<file path="src/rtl/mchan_synch_pkg.sv">
// rtl/mchan_synch_pkg.sv - shared widths and command entry type for synch release
package mchan_synch_pkg;

  localparam int unsigned TRANS_SID_WIDTH_DEF = 4;
  localparam int unsigned BEAT_CNT_WIDTH_DEF  = 4;
  localparam int unsigned CMD_QUEUE_DEPTH_DEF = 4;

  typedef struct packed {
    logic [TRANS_SID_WIDTH_DEF-1:0] sid;
    logic [BEAT_CNT_WIDTH_DEF-1:0]  len;
  } cmd_entry_t;

endpackage

</file>
<file path="src/rtl/synch_cmd_fifo.sv">
// rtl/synch_cmd_fifo.sv - in-flight command FIFO with extra-MSB full/empty pointers
module synch_cmd_fifo #(
  parameter int unsigned DATA_W = 8,
  parameter int unsigned DEPTH  = 4
) (
  input  logic              clk_i,
  input  logic              rst_ni,
  input  logic              push_i,
  input  logic [DATA_W-1:0] data_i,
  input  logic              pop_i,
  output logic              full_o,
  output logic              empty_o,
  output logic [DATA_W-1:0] head_o
);

  localparam int unsigned PTR_W = $clog2(DEPTH);

  logic [PTR_W:0]    wr_ptr_q, wr_ptr_d;
  logic [PTR_W:0]    rd_ptr_q, rd_ptr_d;
  logic [DATA_W-1:0] mem_q [DEPTH];
  logic [DATA_W-1:0] mem_d [DEPTH];

  assign empty_o = (wr_ptr_q == rd_ptr_q);
  assign full_o  = (wr_ptr_q[PTR_W] != rd_ptr_q[PTR_W]) &&
                   (wr_ptr_q[PTR_W-1:0] == rd_ptr_q[PTR_W-1:0]);
  assign head_o  = mem_q[rd_ptr_q[PTR_W-1:0]];

  // Push and pop are self-guarded so callers may present raw requests.
  always_comb begin
    wr_ptr_d = wr_ptr_q;
    rd_ptr_d = rd_ptr_q;
    mem_d    = mem_q;
    if (push_i && !full_o) begin
      mem_d[wr_ptr_q[PTR_W-1:0]] = data_i;
      wr_ptr_d = wr_ptr_q + 1'b1;
    end
    if (pop_i && !empty_o) begin
      rd_ptr_d = rd_ptr_q + 1'b1;
    end
  end

  always_ff @(posedge clk_i or negedge rst_ni) begin
    if (!rst_ni) begin
      wr_ptr_q <= '0;
      rd_ptr_q <= '0;
      for (int i = 0; i < int'(DEPTH); i++) mem_q[i] <= '0;
    end else begin
      wr_ptr_q <= wr_ptr_d;
      rd_ptr_q <= rd_ptr_d;
      mem_q    <= mem_d;
    end
  end

endmodule

</file>
<file path="src/rtl/synch_release_gen.sv">
// rtl/synch_release_gen.sv - counts retired beats per command and emits SID release pulses
module synch_release_gen
  import mchan_synch_pkg::*;
#(
  parameter int unsigned TRANS_SID_WIDTH = TRANS_SID_WIDTH_DEF,
  parameter int unsigned BEAT_CNT_WIDTH  = BEAT_CNT_WIDTH_DEF,
  parameter int unsigned CMD_QUEUE_DEPTH = CMD_QUEUE_DEPTH_DEF
) (
  input  logic                       clk_i,
  input  logic                       rst_ni,
  input  logic                       cmd_req_i,
  output logic                       cmd_gnt_o,
  input  logic [TRANS_SID_WIDTH-1:0] cmd_sid_i,
  input  logic [BEAT_CNT_WIDTH-1:0]  cmd_len_i,
  input  logic                       beat_valid_i,
  output logic                       synch_req_o,
  output logic [TRANS_SID_WIDTH-1:0] synch_sid_o,
  output logic                       busy_o,
  output logic                       err_o
);

  localparam int unsigned ENTRY_W = TRANS_SID_WIDTH + BEAT_CNT_WIDTH;

  logic                       full, empty, push, pop;
  logic [ENTRY_W-1:0]         head;
  logic [TRANS_SID_WIDTH-1:0] head_sid;
  logic [BEAT_CNT_WIDTH-1:0]  head_len;

  logic [BEAT_CNT_WIDTH-1:0]  beat_cnt_q, beat_cnt_d;
  logic                       synch_req_q, synch_req_d;
  logic [TRANS_SID_WIDTH-1:0] synch_sid_q, synch_sid_d;
  logic                       err_q, err_d;

  assign {head_sid, head_len} = head;
  assign push = cmd_req_i && !full;

  synch_cmd_fifo #(
    .DATA_W (ENTRY_W),
    .DEPTH  (CMD_QUEUE_DEPTH)
  ) i_cmd_fifo (
    .clk_i   (clk_i),
    .rst_ni  (rst_ni),
    .push_i  (push),
    .data_i  ({cmd_sid_i, cmd_len_i}),
    .pop_i   (pop),
    .full_o  (full),
    .empty_o (empty),
    .head_o  (head)
  );

  // A beat seen while empty is dropped, even if a push lands in the same cycle.
  always_comb begin
    pop         = 1'b0;
    beat_cnt_d  = beat_cnt_q;
    synch_req_d = 1'b0;
    synch_sid_d = synch_sid_q;
    err_d       = err_q;
    if (beat_valid_i) begin
      if (empty) begin
        err_d = 1'b1;
      end else if (beat_cnt_q == head_len) begin
        pop         = 1'b1;
        beat_cnt_d  = '0;
        synch_req_d = 1'b1;
        synch_sid_d = head_sid;
      end else begin
        beat_cnt_d = beat_cnt_q + 1'b1;
      end
    end
  end

  always_ff @(posedge clk_i or negedge rst_ni) begin
    if (!rst_ni) begin
      beat_cnt_q  <= '0;
      synch_req_q <= 1'b0;
      synch_sid_q <= '0;
      err_q       <= 1'b0;
    end else begin
      beat_cnt_q  <= beat_cnt_d;
      synch_req_q <= synch_req_d;
      synch_sid_q <= synch_sid_d;
      err_q       <= err_d;
    end
  end

  assign cmd_gnt_o   = !full;
  assign busy_o      = !empty;
  assign synch_req_o = synch_req_q;
  assign synch_sid_o = synch_sid_q;
  assign err_o       = err_q;

endmodule

</file>
<file path="config.mk">
export PLATFORM = sky130hd
export DESIGN_NAME = synch_release_gen
export DESIGN_NICKNAME = d
export VERILOG_FILES = /design/src/rtl/mchan_synch_pkg.sv /design/src/rtl/synch_cmd_fifo.sv /design/src/rtl/synch_release_gen.sv
export SDC_FILE = /design/constraint.sdc
export NUM_CORES = 1
export LEC_CHECK = 0
export BUFFER_PORTS_ARGS = -buffer_cell sky130_fd_sc_hd__buf_2
export CELL_PAD_IN_SITES_DETAIL_PLACEMENT = 2
export CELL_PAD_IN_SITES_GLOBAL_PLACEMENT = 2
export CORE_MARGIN = 2
export CORE_UTILIZATION = 40
export CTS_CLUSTER_DIAMETER = 40
export DETAILED_ROUTE_END_ITERATION = 16
export MAX_ROUTING_LAYER = met4
export PLACE_DENSITY_LB_ADDON = 0.1
export SLEW_MARGIN = 20
export SYNTH_ARGS = -nofsm -noshare
export SYNTH_HDL_FRONTEND = slang
export SYNTH_SLANG_ARGS = --single-unit
</file>
<file path="constraint.sdc">
create_clock -name clk_i -period 6.17 [get_ports clk_i]
set_clock_uncertainty 0.1 [all_clocks]
set_input_delay 0 -clock clk_i [delete_from_list [all_inputs] [get_ports clk_i]]
set_output_delay 0 -clock clk_i [all_outputs]
set_load 0.1 [all_outputs]
</file>
==> results by group <==
STA
  • Endpoints failing hold: 0
  • Count of final setup violators: 0
  • Fin crit share: 43.17%
  • Worst Hold Margin: ~77 ps
  • Final slew viol count: 0
  • Upper clock frequency limit: between 0.3 and 0.4 GHz
  • Worst slew margin: between 50% and 60%
  • Summed negative setup slack over all endpoints: 0 ps
  • Clock period minus worst slack: about 2700 ps
  • Unrepaired setup endpoints after global routing: no
  • Actual slew at the worst max-slew pin: 606.5 ps

CTS
  • Clock transition at path regs: 90 ps
  • Number of levels in the clock H-tree: 2
  • CTS tree: done
  • Clock latency of the later-clocked register in the worst-skew pair: 310 ps
  • Clk root buf: sky130_fd_sc_hd__clkbuf_8
  • Number of buffers added by the clock tree synthesis step: 5
  • Total clock sinks: 48
  • Post-CTS sizing: 0
  • Count of buffers added by post-CTS timing repair for setup: 0
  • Largest buffer count on any clock path: 2

Drt
  • Residual antenna-violating net count after detailed routing: 0
  • Average wire length per cell after detail routing: around 18 µm
  • Length of the first detailed-routing pass in iterations: 3
  • Total wire length after detailed routing: about 4.6 mm
  • First DRT Iteration DRCs: between 50 and 60
  • Routed via count divided by cell count: around 5.1
  • Remaining routing DRC violations: 0
  • Number of vias after detailed routing: 1288

Logic synthesis
  • Top cell type's share of synthesized area: between 50% and 60%
  • Number of enable flip-flop cells after synthesis: 0
  • Flip-flop and latch count after synthesis: 48
  • Leading post-synthesis cells by cell area: sky130_fd_sc_hd__dfrtp_1, sky130_fd_sc_hd__mux2_2, sky130_fd_sc_hd__mux4_1
  • Share of async-settable or async-resettable flops after synthesis: 100.0%
  • Synth Area per Inst: approximately 15 µm²
  • Cell count after synthesis: 147
  • Yosys warnings: 0
  • Register area share after synthesis: a little over half
  • Post-synth top flop: sky130_fd_sc_hd__dfrtp_1
  • Most frequently used cell type in the post-synthesis netlist: sky130_fd_sc_hd__dfrtp_1
  • Synthesized netlist net count: 165
  • Count of different cell masters after synthesis: 25
  • Commonest cells in the synthesized netlist: sky130_fd_sc_hd__dfrtp_1, sky130_fd_sc_hd__mux2_2, sky130_fd_sc_hd__nand2_1, sky130_fd_sc_hd__xnor2_1, sky130_fd_sc_hd__mux4_1
  • Synthesized area: around 2300 µm²
  • Biggest area consumer among synthesized cells: sky130_fd_sc_hd__dfrtp_1

Placement
  • HPWL reported at the end of detailed placement: 3.234 mm
  • Cell area reported after detailed placement: approximately 2400 µm²
  • Total placed cells including tap cells: between 200 and 250
  • Final Wtd Congestion: just over 0.7
  • Port Buf Inserts: 19

Worst setup path
  • Required @ worst endpoint: between 6000 and 7000 ps
  • Startpoint kind of the worst setup timing path: flip-flop
  • Worst reg2reg path depth: 5
  • Crit Reg-Reg Endpoint: synch_sid_o[0]
  • Crit path arrival time: 2750 ps
  • Sort of element at the end of the critical path: flip-flop
  • Beginning of the worst register-to-register path: i_cmd_fifo.rd_ptr_q[0]
  • Crit path max fanout: 11
  • Flop2flop setup slack: 3510 ps
  • CP Class: flip-flop to flip-flop

Global routing
  • Via count of the first global-routing pass: between 1000 and 1500
  • GR Util All Layers: ~18%
  • Pin count of the biggest net entering global routing: 49
  • Global route overflow: 0
  • Initial antenna violation count: 0
  • Global-route wire length before repair: between 7 and 8 mm

Floorplanning
  • Area inside the core boundary: between 5000 and 6000 µm²
  • Die area: ~6300 µm²
  • Horiz. Die Dim: ~80 µm
  • Effective utilization at floorplan: about two fifths
  • Height of the chip: roughly 79 µm
  • I/O pins: 20
  • Number of rows created at floorplan: 27

Hold path
  • Hold path cells: 3
  • Hold WC Path Type: input port to flip-flop
  • Endpoint, Worst Hold: i_cmd_fifo.wr_ptr_q[0]
  • Hold path startpoint: cmd_req_i

Layout
  • Antenna diode instance count: 0
  • Number of nets at the end of the flow: around 200
  • Cell Count, Final, Fillers Out: around 250
  • Post-route cell area: 2596 µm²
  • Post-synthesis to final-layout area growth: 15.15%
  • Fillers: ~540
  • Fraction of layout cells with a size suffix above 1: between 30% and 40%

Run
  • Max-cap violations: 0

Outcome
  • Status: complete, no violations
-- routing by layer --
metal / track usage [%] / up-vias / part of all wire [%] / wire length [µm]
met5: - / - / 0 / 0
met4: 6.207 / 0 / 1.6 / 72
met3: 4.205 / 7 / 2.9 / 133
met2: 28.64 / 17 / 51 / 2339
met1: 22.00 / 672 / 45 / 2062
li1: - / 592 / - / -
-- worst max-delay path, cell delays in order, from the launching register on --
cell	delay, ps
sky130_fd_sc_hd__dfrtp_1	730
sky130_fd_sc_hd__mux4_1	650
sky130_fd_sc_hd__xnor2_1	280
sky130_fd_sc_hd__nand4_4	230
sky130_fd_sc_hd__nor2_8	230
sky130_fd_sc_hd__mux2_4	320
-- area by class of cell --
class	instances	area (µm²)	area share [%]
clock inverter	1	7.507	0.2892
tap	72	90.09	3.470
timing repair buffer	29	197.7	7.614
multi-input combinational	89	991.0	38.17
clock buffer	7	86.33	3.325
sequential	48	1201	46.26
inverter	6	22.52	0.8675
-- metrics by stage --
step	util, %	setup WS, ps
global route	47.44	3367
detailed placement	43.85	3508
floorplan	-	3164
finish	47.44	3507
CTS	47.39	3476
global placement	43.85	3600
-- worst max path at each step --
stage                      startpoint             endpoint  cells after the start
6_report       i_cmd_fifo.rd_ptr_q[0]       synch_sid_o[0]                      5
5_1_grt        i_cmd_fifo.rd_ptr_q[0]       synch_sid_o[0]                      5
3_5_place_dp   i_cmd_fifo.rd_ptr_q[0]       synch_sid_o[0]                      5
4_1_cts        i_cmd_fifo.rd_ptr_q[0]       synch_sid_o[0]                      5
2_1_floorplan  i_cmd_fifo.rd_ptr_q[1]  i_cmd_fifo.mem_q[0]                      7
3_3_place_gp   i_cmd_fifo.rd_ptr_q[0]       synch_sid_o[3]                      5
-- logic make-up (layout without fill, tap and decap cells) --
kind of cell,count (synthesis),count (layout),share of synthesized area [%]
flip-flops,48,48,53.27
adder cells (fa/ha/maj),6,6,3.330
buffers and inverters,10,43,2.774
AO/OA/AOI/OAI,9,9,2.664
XOR/XNOR,11,11,4.273
AND/OR/NAND/NOR,18,18,5.050
multiplexers,45,45,28.63
-- flip-flops by register name (all words and copies together), names as in the netlist --
register and flops:
i_cmd_fifo.mem_q 32, synch_req_o 1, i_cmd_fifo.rd_ptr_q 3, i_cmd_fifo.wr_ptr_q 3
synch_sid_o 4, err_o 1, beat_cnt_q 4
-- repair_timing --
action                                  CTS  global route
endpoints found under the setup margin    0             0
endpoints found under the hold margin    83             0
hold buffers                             10             0
-- layout by cell type (no fill, tap or decap), drive strengths merged --
cell	synthesis	layout
o21ai	3	3
a21o	1	1
inv	6	6
nand3	3	3
a31o	1	1
nand3b	1	1
mux2	37	37
o22ai	1	1
dlygate4sd3	0	10
mux4	8	8
ha	6	6
nand2	9	9
nor3	2	2
buf	2	19
clkinvlp	0	1
a22o	1	1
nor2	1	1
dfrtp	48	48
o21bai	1	1
xnor2	9	9
xor2	2	2
clkbuf	2	7
a21oi	1	1
and2	1	1
nand4	1	1
Power is not shown: default switching activity piles up to over one toggle a cycle in this logic, so the estimate is an artifact.
